--- src/rtl/enemy_pkg.sv ---
// Shared types and screen constants for the enemy controller.
// Holds the state enum, screen/sprite sizes and the coordinate type.
package enemy_pkg;

  typedef enum logic [2:0] {
    IDLE,
    ENTER,
    PATROL,
    DYING,
    DEAD,
    DIVE,
    RETURN
  } state_t;

  localparam int SCREEN_W = 1024;
  localparam int SCREEN_H = 768;
  localparam int SPRITE_W = 64;
  localparam int SPRITE_H = 64;

  localparam int X_LIMIT = SCREEN_W - SPRITE_W;
  localparam int Y_LIMIT = SCREEN_H - SPRITE_H;

  typedef logic [10:0] coord_t;

endpackage

--- src/rtl/enemy_ctl_frame_tick.sv ---
// Frame tick generator: vsync rising-edge detector plus move-step divider.
// Ports: clk, rst_n, vsync, clr (divider clear) -> tick, step.
module frame_tick #(
  parameter int FRAME_DIV = 1
) (
  input  logic clk,
  input  logic rst_n,
  input  logic vsync,
  input  logic clr,
  output logic tick,
  output logic step
);

  localparam int DW = (FRAME_DIV > 1) ? $clog2(FRAME_DIV) : 1;
  localparam logic [DW-1:0] LAST = DW'(FRAME_DIV - 1);

  logic          vs_q;
  logic [DW-1:0] div_q;

  always_ff @(posedge clk or negedge rst_n) begin
    if (!rst_n) begin
      vs_q  <= 1'b0;
      tick  <= 1'b0;
      div_q <= '0;
    end else begin
      vs_q <= vsync;
      tick <= vsync & ~vs_q;
      if (clr)
        div_q <= '0;
      else if (tick)
        div_q <= (div_q == LAST) ? '0 : div_q + 1'b1;
    end
  end

  assign step = tick & (div_q == LAST);

endmodule

--- src/rtl/enemy_ctl.sv ---
// Per-enemy motion and life-cycle controller feeding the sprite draw stage.
// Ports: pclk, rst (async low), vsync_in, start, hit -> xpos, ypos, on,
// alive, dead_pulse. Define ENEMY_CTL_DIVE_EN to enable the dive feature.
module enemy_ctl
  import enemy_pkg::*;
#(
  parameter int X_START      = 100,
  parameter int X_MIN        = 0,
  parameter int X_MAX        = X_LIMIT,
  parameter int Y_ROW        = 64,
  parameter int SPEED_X      = 2,
  parameter int SPEED_Y      = 2,
  parameter int FRAME_DIV    = 1,
  parameter int DEATH_FRAMES = 32,
  parameter int BLINK_PERIOD = 4
`ifdef ENEMY_CTL_DIVE_EN
  ,
  parameter int DIVE_BOUNCES = 4,
  parameter int Y_DIVE       = 400
`endif
) (
  input  logic   pclk,
  input  logic   rst,
  input  logic   vsync_in,
  input  logic   start,
  input  logic   hit,
  output coord_t xpos,
  output coord_t ypos,
  output logic   on,
  output logic   alive,
  output logic   dead_pulse
);

  state_t      state_q, state_d;
  coord_t      x_q, x_d, y_q, y_d;
  logic        dir_q, dir_d;
  logic        on_q, on_d, alive_q, alive_d, dead_q, dead_d;
  logic [15:0] die_q, die_d;
  logic [7:0]  blink_q, blink_d;
  logic        tick, step, chg;
  logic [11:0] x12, y12, xr, xl, yd;
  logic        at_r, at_l, bounce, enter_done;

`ifdef ENEMY_CTL_DIVE_EN
  logic [7:0]  bnc_q, bnc_d;
  logic [11:0] yu;
  logic        last_bnc, dive_done, ret_done;
`endif

  assign chg = (state_d != state_q);

  frame_tick #(.FRAME_DIV(FRAME_DIV)) u_tick (
    .clk  (pclk),
    .rst_n(rst),
    .vsync(vsync_in),
    .clr  (chg),
    .tick (tick),
    .step (step)
  );

  // 12-bit arithmetic so edge tests never wrap
  assign x12 = {1'b0, x_q};
  assign y12 = {1'b0, y_q};
  assign xr  = x12 + 12'(SPEED_X);
  assign xl  = x12 - 12'(SPEED_X);
  assign yd  = y12 + 12'(SPEED_Y);

  assign at_r       = xr >= 12'(X_MAX);
  assign at_l       = x12 <= 12'(X_MIN + SPEED_X);
  assign bounce     = dir_q ? at_l : at_r;
  assign enter_done = yd >= 12'(Y_ROW);

`ifdef ENEMY_CTL_DIVE_EN
  assign yu        = y12 - 12'(SPEED_Y);
  assign last_bnc  = bnc_q == 8'(DIVE_BOUNCES - 1);
  assign dive_done = yd >= 12'(Y_DIVE);
  assign ret_done  = y12 <= 12'(Y_ROW + SPEED_Y);
`endif

  always_ff @(posedge pclk or negedge rst) begin
    if (!rst) begin
      state_q <= IDLE;
      x_q     <= coord_t'(X_START);
      y_q     <= '0;
      dir_q   <= 1'b0;
      on_q    <= 1'b0;
      alive_q <= 1'b0;
      dead_q  <= 1'b0;
      die_q   <= '0;
      blink_q <= '0;
`ifdef ENEMY_CTL_DIVE_EN
      bnc_q   <= '0;
`endif
    end else begin
      state_q <= state_d;
      x_q     <= x_d;
      y_q     <= y_d;
      dir_q   <= dir_d;
      on_q    <= on_d;
      alive_q <= alive_d;
      dead_q  <= dead_d;
      die_q   <= die_d;
      blink_q <= blink_d;
`ifdef ENEMY_CTL_DIVE_EN
      bnc_q   <= bnc_d;
`endif
    end
  end

  always_comb begin
    state_d = state_q;
    unique case (state_q)
      IDLE, DEAD:
        if (start) state_d = ENTER;
      ENTER:
        if (step && enter_done) state_d = PATROL;
`ifdef ENEMY_CTL_DIVE_EN
      PATROL:
        if (step && bounce && last_bnc) state_d = DIVE;
      DIVE:
        if (step && dive_done) state_d = RETURN;
      RETURN:
        if (step && ret_done) state_d = PATROL;
`endif
      DYING:
        if (tick && die_q == 16'(DEATH_FRAMES - 1)) state_d = DEAD;
      default: ;
    endcase
    // alive_q is high exactly in the hittable states; hit beats a step
    if (hit && alive_q) state_d = DYING;
  end

  always_comb begin
    x_d     = x_q;
    y_d     = y_q;
    dir_d   = dir_q;
    on_d    = on_q;
    alive_d = alive_q;
    dead_d  = 1'b0;
    die_d   = die_q;
    blink_d = blink_q;
`ifdef ENEMY_CTL_DIVE_EN
    bnc_d   = bnc_q;
`endif
    unique case (state_q)
      IDLE, DEAD:
        if (start) begin
          x_d     = coord_t'(X_START);
          y_d     = '0;
          dir_d   = 1'b0;
          on_d    = 1'b1;
          alive_d = 1'b1;
`ifdef ENEMY_CTL_DIVE_EN
          bnc_d   = '0;
`endif
        end
      ENTER:
        if (step) y_d = enter_done ? coord_t'(Y_ROW) : yd[10:0];
      PATROL:
        if (step) begin
          if (bounce) begin
            x_d   = dir_q ? coord_t'(X_MIN) : coord_t'(X_MAX);
            dir_d = ~dir_q;
`ifdef ENEMY_CTL_DIVE_EN
            bnc_d = last_bnc ? '0 : bnc_q + 8'd1;
`endif
          end else begin
            x_d = dir_q ? xl[10:0] : xr[10:0];
          end
        end
`ifdef ENEMY_CTL_DIVE_EN
      DIVE:
        if (step) y_d = dive_done ? coord_t'(Y_DIVE) : yd[10:0];
      RETURN:
        if (step) y_d = ret_done ? coord_t'(Y_ROW) : yu[10:0];
`endif
      DYING:
        if (tick) begin
          if (die_q == 16'(DEATH_FRAMES - 1)) begin
            on_d   = 1'b0;
            dead_d = 1'b1;
            die_d  = '0;
          end else begin
            die_d = die_q + 16'd1;
            if (blink_q == 8'(BLINK_PERIOD - 1)) begin
              blink_d = '0;
              on_d    = ~on_q;
            end else begin
              blink_d = blink_q + 8'd1;
            end
          end
        end
      default: ;
    endcase
    if (hit && alive_q) begin
      x_d     = x_q;
      y_d     = y_q;
      dir_d   = dir_q;
      on_d    = 1'b1;
      alive_d = 1'b0;
      die_d   = '0;
      blink_d = '0;
`ifdef ENEMY_CTL_DIVE_EN
      bnc_d   = bnc_q;
`endif
    end
  end

  assign xpos       = x_q;
  assign ypos       = y_q;
  assign on         = on_q;
  assign alive      = alive_q;
  assign dead_pulse = dead_q;

endmodule

--- config.mk ---
export PLATFORM = sky130hd
export DESIGN_NAME = enemy_ctl
export DESIGN_NICKNAME = d
export VERILOG_FILES = /design/src/rtl/enemy_pkg.sv /design/src/rtl/enemy_ctl_frame_tick.sv /design/src/rtl/enemy_ctl.sv
export SDC_FILE = /design/constraint.sdc
export NUM_CORES = 1
export LEC_CHECK = 0
export BUFFER_PORTS_ARGS = -buffer_cell sky130_fd_sc_hd__buf_4
export CAP_MARGIN = 40
export CORE_ASPECT_RATIO = 1.2
export CORE_MARGIN = 2
export CORE_UTILIZATION = 25
export CTS_BUF_LIST = sky130_fd_sc_hd__clkbuf_8 sky130_fd_sc_hd__clkbuf_16
export CTS_CLUSTER_SIZE = 12
export DETAILED_ROUTE_END_ITERATION = 6
export HOLD_SLACK_MARGIN = 0.12
export PLACE_DENSITY = 0.42
export SKIP_LAST_GASP = 1
export SYNTH_ARGS = -nofsm -noshare
export SYNTH_HDL_FRONTEND = slang
export SYNTH_HIERARCHICAL = 1
export SYNTH_SLANG_ARGS = --single-unit
--- constraint.sdc ---
create_clock -name pclk -period 2.3 [get_ports pclk]
set_clock_uncertainty 0.15 [all_clocks]
set_input_delay 0.69 -clock pclk [delete_from_list [all_inputs] [get_ports pclk]]
set_output_delay 0.69 -clock pclk [all_outputs]
set_load 0.01 [all_outputs]
==> impl_metrics.tcl, run 1 <==
set metrics [dict create \
    synth_area_per_cell_sq_um 9.01 \
    clockBufferDepth 2 \
    grt_use_total 0.121 \
    fin_crit_ns 2.45 \
    n_antenna_cell 0 \
    via_count 2607 \
    drtAntennaViolNets 0 \
    crit_type "reg -> reg" \
    r2r-start "xpos[4]" \
    required_ns 2.38 \
    post-dp-hpwl_microns 5570 \
    fmax_mhz 408 \
    finalHoldViolations 0 \
    violations "setup timing" \
    worst_ep_arrival_time_ns 2.53 \
    ios 30 \
    final_util 0.321 \
    antenna_found_initial 0 \
    syn2layout_area_growth_pct 26.9 \
    n_fill_cell 1295 \
    fin_cells 551 \
    leakagePower_nw 1.74 \
    portBuffers 27 \
    fp.dieH_microns 125 \
    gr-total-overflow 0 \
    period_share 1.06 \
    startpoint "xpos[4]" \
    drtIter0Drc 88 \
    cellPowerDensity_nw_per_um2 892 \
    combPwrFrac 0.368 \
    clk_latency_ns 0.30 \
    grt_max_degree 28 \
    total_power_mw 3.43 \
    ir_worst_vdd_mv 0.404 \
    grt_first_pass_wirelength_microns 13000 \
    switching_power_mw 1.22 \
    p_seq_frac 0.382 \
    initial_core_util 0.253 \
    drive_gt1_frac 0.246 \
    swShare 0.354 \
    slew_violations 0 \
    critical_path_peak_fanout 7 \
    rows 44 \
    setup_viol 11 \
    placed_cells 542 \
    die_area_sq_um 13000 \
    via_per_inst 4.73 \
    cap_violations 0 \
    die_w_microns 105 \
    drcViolationCount 0 \
    grt_pass1_vias 2624 \
    cts_buffers 5 \
    status "complete, but fails checks" \
    coreArea_sq_um 12000 \
    power_frac_clock 0.251 \
    setup_slack_ns -0.149 \
    drt-total-wl_microns 7460 \
    routedWlPerCell_microns 13.5 \
    drtPass1Iterations 4 \
    syn_area_sq_um 3040 \
    cts_max_level 2 \
    yosys_warnings 6 \
    start_kind "flop" \
    cts.sinks 53 \
    place_congestion 0.759 \
    cts-root-buf "clkbuf_16" \
    rsz0062_at_grt "true" \
    clk_pin_slew_ns 0.07 \
    synthCells 337 \
    nets 400 \
    internal_power_mw 2.22 \
    place_ws_ns -0.172 \
    rr_worst_depth 5 \
    crit_path_end_kind "flop" \
    hold_class "in -> async" \
    cts_tree "yes" \
]
timing repair:
| action | in CTS | in global routing |
|---|---|---|
| endpoints found under the setup margin | 11 | 18 |
| buffers inserted | 0 | 1 |
| cloned | 0 | 0 |
| resized for setup | 3 | 7 |
| pin swaps | 9 | 7 |
| hold buffers | 0 | 0 |
layout make-up:
type                       instances  area (sq um)  area share
clock buffer                       5           125      0.0325
clock inverter                     3          42.5      0.0110
inverter                           5          18.8     0.00487
multi-input combinational        259          1630       0.423
sequential                        53          1330       0.345
tap                              161           201      0.0523
timing repair buffer              65           504       0.131
sequential cells by signal, indices dropped and copies added, names as in the netlist:
name / flops
blink_q: 8
dead_pulse: 1
dir_q: 1
ypos: 10
u_tick/tick: 1
die_q: 16
alive: 1
on: 1
u_tick/vs_q: 1
state_q: 3
xpos: 10
placed cells by master (no fill, tap or decap), types with 9 or more instances in the layout:
master	instances
xor2_1	10
dfrtp_1	50
nand3_1	20
nor2_1	33
buf_4	63
nand2_1	35
o21ai_0	18
nor2b_1	9
a21oi_1	14
final timing paths:
check / to / slack, ns
max in group asynchronous: xpos[5] / 1.29
setup reg to reg: xpos[8] / -0.15
setup / recovery: xpos[8] / -0.15
hold / removal: xpos[9] / 0.16
min in group pclk: u_tick/tick / 0.30
hold reg to reg: u_tick/tick / 0.30
metal layers:
metal | routed length, microns | up-vias | GRT usage
li1 | - | 1314 | -
met1 | 3400 | 1256 | 0.155
met2 | 3790 | 31 | 0.209
met3 | 178 | 6 | 0.0188
met4 | 95 | 0 | 0.0353
met5 | 0 | - | 0
worst max-delay path: stages, from the launching register on:
cell,delay (ns)
dfrtp_1,0.38
or4_4,0.55
or4_4,0.46
or4b_4,0.56
o211ai_1,0.13
a22o_1,0.15
power groups by stage:
stage	logic (mW)	registers (mW)	clock network [mW]
after global placement	1.25	1.33	0
after CTS	1.27	1.31	0.903
after detailed placement	1.26	1.33	0
final	1.26	1.31	0.861
after floorplan	0.717	1.34	0
after global routing	1.42	1.34	0.933
metrics by stage:
stage | area (sq um) | TNS [ns] | hold slack (ns)
after detailed placement | 3630 | -1.46 | 0.295
final | 3850 | -1.24 | 0.165
after global placement | 3630 | -1.29 | 0.289
after CTS | 3820 | -1.16 | 0.180
after floorplan | 3050 | -3.06 | 0.244
after global routing | 3850 | -2.00 | 0.196
No activity file was read; power rests on OpenSTA's default activity.
==> run 2: changes to the inputs <==
clock period = 2.18 ns   (was 2.3 ns; I/O delays follow)
==> run 2 against run 1 <==
  * The flow still finishes with violations (setup timing)
  * Final cell count increased by 1.5%
  * Routed wire length increased by 3.6%
  * Clock power fell by 9.4%
  * Non-clock buffer count grew 8
  * Flip-flop and latch count stayed put
  * Power grew 4.3%
  * Sequential power is 5% higher
  * Critical path depth is the same
  * Highest routed layer unchanged
==> impl_metrics.tcl, run 2 (synthesis gave the netlist of run 1 again) <==
set metrics [dict create \
    die_area_sq_um 13000 \
    grt_first_pass_wirelength_microns 13200 \
    required_ns 2.26 \
    clk_latency_ns 0.29 \
    slew-limit-headroom 0.670 \
    drt-total-wl_microns 7730 \
    use_met3 0.0204 \
    stdcell_area_sq_um 3910 \
    cts_tree "yes" \
    drive_gt1_frac 0.271 \
    grt_pass1_vias 2672 \
    nets 408 \
    post-dp-hpwl_microns 5700 \
    path_cells "or4_4 -> or4_4 -> or4b_4 -> o211ai_1 -> a22o_1" \
    cts_buffers 5 \
    ios 30 \
    slew_violations 0 \
    grt-busiest-layer "met2" \
    cts.sinks 53 \
    n_fill_cell 1273 \
    drtIter0Drc 88 \
    cap_violations 0 \
    fmax_mhz 408 \
    grt.met1_usage 0.149 \
    critical_path_peak_fanout 7 \
    final_common_cell "buf_4" \
    fp.dieH_microns 125 \
    clockBufferDepth 2 \
    place_congestion 0.750 \
    hold_class "in -> async" \
    portBuffers 27 \
    start_kind "flop" \
    finalHoldViolations 0 \
    drcViolationCount 0 \
    n_antenna_cell 0 \
    crit_type "reg -> reg" \
    worst_ep_arrival_time_ns 2.53 \
    r2r_slack_ns -0.27 \
    reg2reg_to "xpos[8]" \
    worst_slew_pin_slew_ns 0.493 \
    clk_pin_slew_ns 0.07 \
    final_cell_mix "buf_4, dfrtp_1, nand2_1, nor2_1, nand3_1" \
    die_w_microns 105 \
    rows 44 \
    routedWlPerCell_microns 13.8 \
    violations "setup timing" \
    grt_use_met2 0.216 \
    antenna_found_initial 0 \
    critical_path_cell_count 5 \
    path_delay_family "simple AND/OR/NAND/NOR gates" \
    status "complete, but fails checks" \
    fin_crit_ns 2.45 \
    gr-total-overflow 0 \
    drtAntennaViolNets 0 \
    period_share 1.12 \
    via_count 2648 \
    rsz0062_at_grt "true" \
    grt_max_degree 25 \
    syn2layout_area_growth_pct 28.6 \
    cpMaxStageDelayCell "or4b_4" \
    largest_reg_flops 16 \
    placed_area_sq_um 3680 \
    setup_slack_ns -0.271 \
    cellPowerDensity_nw_per_um2 917 \
    grt_use_total 0.123 \
    max_stage_delay_ns 0.57 \
    cp_num_buf_inv 0 \
    cts-root-buf "clkbuf_16" \
    largest_register "die_q" \
    ctsHoldBuffers 0 \
    drtPass1Iterations 4 \
    crit_top_cell "or4_4" \
    initial_core_util 0.253 \
    r2r-start "xpos[4]" \
    rr_worst_depth 5 \
    coreArea_sq_um 12000 \
    ir_worst_vdd_mv 0.387 \
    final.setup.tns_ns -2.52 \
    via_per_inst 4.74 \
    crit_path_end_kind "flop" \
    leakagePower_nw 1.76 \
    setup_viol 11 \
    cts_max_level 2 \
]
run 2: cell types whose count changed in the layout (fill, tap and decap cells not counted), sizes merged:
| cell | before | now |
|---|---|---|
| buf | 65 | 73 |
| bufinv | 1 | 0 |
| clkinv | 1 | 2 |
run 2: through the flow:
step           hold slack [ns]  setup WS (ns)  power (mW)   util  std cells
2_1_floorplan            0.208         -0.467        2.21      -        338
3_3_place_gp             0.285         -0.309        2.77  0.307        548
3_5_place_dp             0.282         -0.330        2.78  0.307        548
4_1_cts                  0.121         -0.282        3.60  0.321        558
5_1_grt                  0.132         -0.344        3.84  0.325        559
6_report                 0.112         -0.271        3.58  0.325        559
run 2: power breakdown:
part | total (mW) | switching [mW] | internal, mW
Combinational | 1.43 | 0.766 | 0.665
Clock | 0.780 | 0.361 | 0.419
Sequential | 1.37 | 0.191 | 1.18
run 2: how the worst max path moves through the flow:
stage | slack (ns) | from | endpoint
floorplan | -0.47 | xpos[4] | xpos[6]
global placement | -0.31 | xpos[4] | xpos[4]
detailed placement | -0.33 | xpos[4] | xpos[3]
CTS | -0.28 | xpos[4] | xpos[8]
global route | -0.34 | xpos[4] | xpos[8]
finish | -0.27 | xpos[4] | xpos[8]
run 2: timing repair:
item                       4_1_cts  5_1_grt
pin swaps                        5        7
buffers inserted                 2        1
setup endpoints to repair       11       17
gates resized for setup          4        9
run 2: area by class of cell:
| cell class | count | area [sq um] | share of cell area |
|---|---|---|---|
| Clock buffer | 5 | 125 | 0.0320 |
| Clock inverter | 3 | 13.8 | 0.00352 |
| Inverter | 5 | 18.8 | 0.00481 |
| Multi-Input combinational cell | 259 | 1660 | 0.424 |
| Sequential cell | 53 | 1330 | 0.341 |
| Tap cell | 161 | 201 | 0.0516 |
| Timing Repair Buffer | 73 | 561 | 0.144 |
run 2: routing by layer:
| metal | share of wire | wire length (microns) | vias up |
|---|---|---|---|
| li1 | - | - | 1332 |
| met2 | 0.50 | 3880 | 27 |
| met4 | 0.023 | 176 | 0 |
| met3 | 0.020 | 153 | 9 |
| met5 | 0 | 0 | - |
| met1 | 0.46 | 3520 | 1280 |
==> run 3: changes to the inputs <==
SYNTH_HIERARCHICAL = unset   (was 1)
==> run 3 against run 2 <==
  * The flow still finishes with violations (setup timing)
  * Design area grew 9.9%
  * Utilization up 1.6 points
  * Routed wire length grew 14%
  * First-iteration DRC count up 39%
  * Sequential share of layout area down 3.0 points
  * Global-route usage up 1.2 points
  * Hold slack gained 0.14 ns
  * Fmax up 9.6%
  * Count of clock-buffer cells in the layout unchanged
==> impl_metrics.tcl, run 3 <==
set metrics [dict create \
    status "complete, but fails checks" \
    violations "setup timing" \
    fin_cells 609 \
    period_share 1.03 \
    synth_area_leaders "dfrtp_1, o21ai_0, nand2_1" \
    cp_num_buf_inv 0 \
    finalHoldViolations 0 \
    nets 455 \
    synth_edf_count 0 \
    final.setup.tns_ns -0.102 \
    cts-root-buf "clkbuf_16" \
    drtPass1Iterations 4 \
    final_common_cell "buf_4" \
    whs_ns 0.247 \
    yosysSeqAreaShare 0.416 \
    grt_use_total 0.135 \
    cts_buffers 5 \
    via_count 3038 \
    drtAntennaViolNets 0 \
    clk_pin_slew_ns 0.08 \
    post-dp-hpwl_microns 6640 \
    required_ns 2.22 \
    hold_class "reg -> reg" \
    rr_worst_depth 7 \
    max_stage_delay_ns 0.58 \
    syn_area_sq_um 3200 \
    drcViolationCount 0 \
    path_delay_family "simple AND/OR/NAND/NOR gates" \
    async_reset_ff_frac 1.00 \
    clockBufferDepth 2 \
    critical_path_peak_fanout 6 \
    worst_ep_arrival_time_ns 2.28 \
    rsz0062_at_grt "true" \
    routedWlPerCell_microns 14.5 \
    grt_max_degree 31 \
    cap_violations 0 \
    fp.dieH_microns 128 \
    synth_mux_area_frac 0.0102 \
    crit_path_end_kind "flop" \
    synth_top_family_by_area "simple AND/OR/NAND/NOR gates" \
    synth_xor_xnor_area_share 0.0384 \
    synth_fa_ha_area_frac 0.0235 \
    via_per_inst 4.99 \
    synth-simple-area-share 0.287 \
    place_congestion 0.822 \
    drive_gt1_frac 0.317 \
    n_antenna_cell 0 \
    die_area_sq_um 13700 \
    cts.sinks 53 \
    cts_max_level 2 \
    yosys_warnings 0 \
    synth_seq_cells 53 \
    synth_area_per_cell_sq_um 8.95 \
    synth.top_cell.area_share 0.392 \
    drtIter0Drc 122 \
    synth_most_common_cell "dfrtp_1" \
    portBuffers 27 \
    yosys-top-cells-count "dfrtp_1, nand2_1, nor2_1" \
    gr-total-overflow 0 \
    ios 30 \
    synth-compound-area-share 0.188 \
    grt_first_pass_wirelength_microns 14900 \
    setup_viol 3 \
    place_ws_ns -0.131 \
    n_fill_cell 1306 \
    final_util 0.342 \
    path_cells "ha_4 -> nand3_2 -> or4b_1 -> o211ai_1 -> a21oi_2 -> or2_4 -> a32o_1" \
    yosysTopAreaCell "dfrtp_1" \
    largest_reg_flops 16 \
    fmax_mhz 447 \
    syn2layout_area_growth_pct 34.3 \
    rows 45 \
    stdcell_area_sq_um 4290 \
    whs_path_depth 1 \
    ir_worst_vdd_mv 0.259 \
    grt_pass1_vias 2985 \
    cts_tree "yes" \
    cellPowerDensity_nw_per_um2 449 \
    clk_latency_ns 0.30 \
    drt-total-wl_microns 8830 \
    coreArea_sq_um 12600 \
    total_power_mw 1.93 \
    fin_crit_ns 2.24 \
    cpMaxStageDelayCell "dfstp_2" \
    antenna_found_initial 0 \
    slew_violations 0 \
    synthDistinctLibCells 68 \
    die_w_microns 107 \
    initial_core_util 0.255 \
    start_kind "flop" \
    crit_type "reg -> reg" \
    largest_register "die_q" \
    final_cell_mix "buf_4, dfrtp_1, nand2_1, nor2_1, o21ai_0" \
    synthCells 357 \
    placed_area_sq_um 4000 \
    synth_ff_type "dfrtp_1" \
    placed_cells 592 \
    setup_slack_ns -0.0568 \
    leakagePower_nw 1.89 \
    critical_path_cell_count 7 \
]
[run 3: worst paths after layout]
path	end	slack [ns]	from
min reg2reg	u_tick.tick	0.25	u_tick.vs_q
min	u_tick.tick	0.25	u_tick.vs_q
max reg2reg	xpos[10]	-0.06	xpos[2]
max	xpos[10]	-0.06	xpos[2]
max in group asynchronous	state_q[2]	0.76	rst
min in group asynchronous	die_q[10]	0.65	rst
[run 3: what timing repair did]
| item | CTS | global route |
|---|---|---|
| buffers inserted | 0 | 8 |
| hold buffers | 1 | 0 |
| hold endpoints to repair | 17 | 0 |
| setup endpoints to repair | 11 | 23 |
| gates resized for setup | 7 | 25 |
| pin swaps | 6 | 11 |
[run 3: report_power, final]
group	internal, mW	switching (mW)	leakage (nW)
combinational	0.0446	0.0538	1.13
sequential	0.999	0.0124	0.687
clock	0.429	0.387	0.0702
[run 3: kinds of logic (layout without fill, tap and decap cells)]
family | Yosys count | in the layout
compound gates | 95 | 95
xor+xnor | 14 | 14
fa+ha+maj | 6 | 6
buf+inv | 20 | 107
flops | 53 | 53
mux | 3 | 3
other cells | 1 | 2
simple gates | 165 | 165
[run 3: area by class of cell]
cell class | count | area [sq um] | area share
multi-input combinational | 285 | 1870 | 0.437
sequential | 53 | 1330 | 0.311
timing repair buffer | 92 | 706 | 0.164
tap | 164 | 205 | 0.0478
clock buffer | 5 | 125 | 0.0292
inverter | 7 | 26.3 | 0.00612
clock inverter | 3 | 21.3 | 0.00496
[run 3: routing by layer]
layer / global-route usage / vias up / wire length (microns) / part of all wire
li1: - / 1483 / - / -
met1: 0.167 / 1498 / 3930 / 0.45
met2: 0.240 / 43 / 4490 / 0.51
met3: 0.0193 / 14 / 203 / 0.023
met4: 0.0451 / 0 / 202 / 0.023
met5: 0 / - / 0 / 0
[run 3: worst register-to-register path: cells and delay by family, from the launching register on]
family                   cells  cell delay (ns)
AND/OR/NAND/NOR              3             0.79
flip-flops                   1             0.58
adder cells (fa/ha/maj)      1             0.14
AO/OA/AOI/OAI                3             0.47
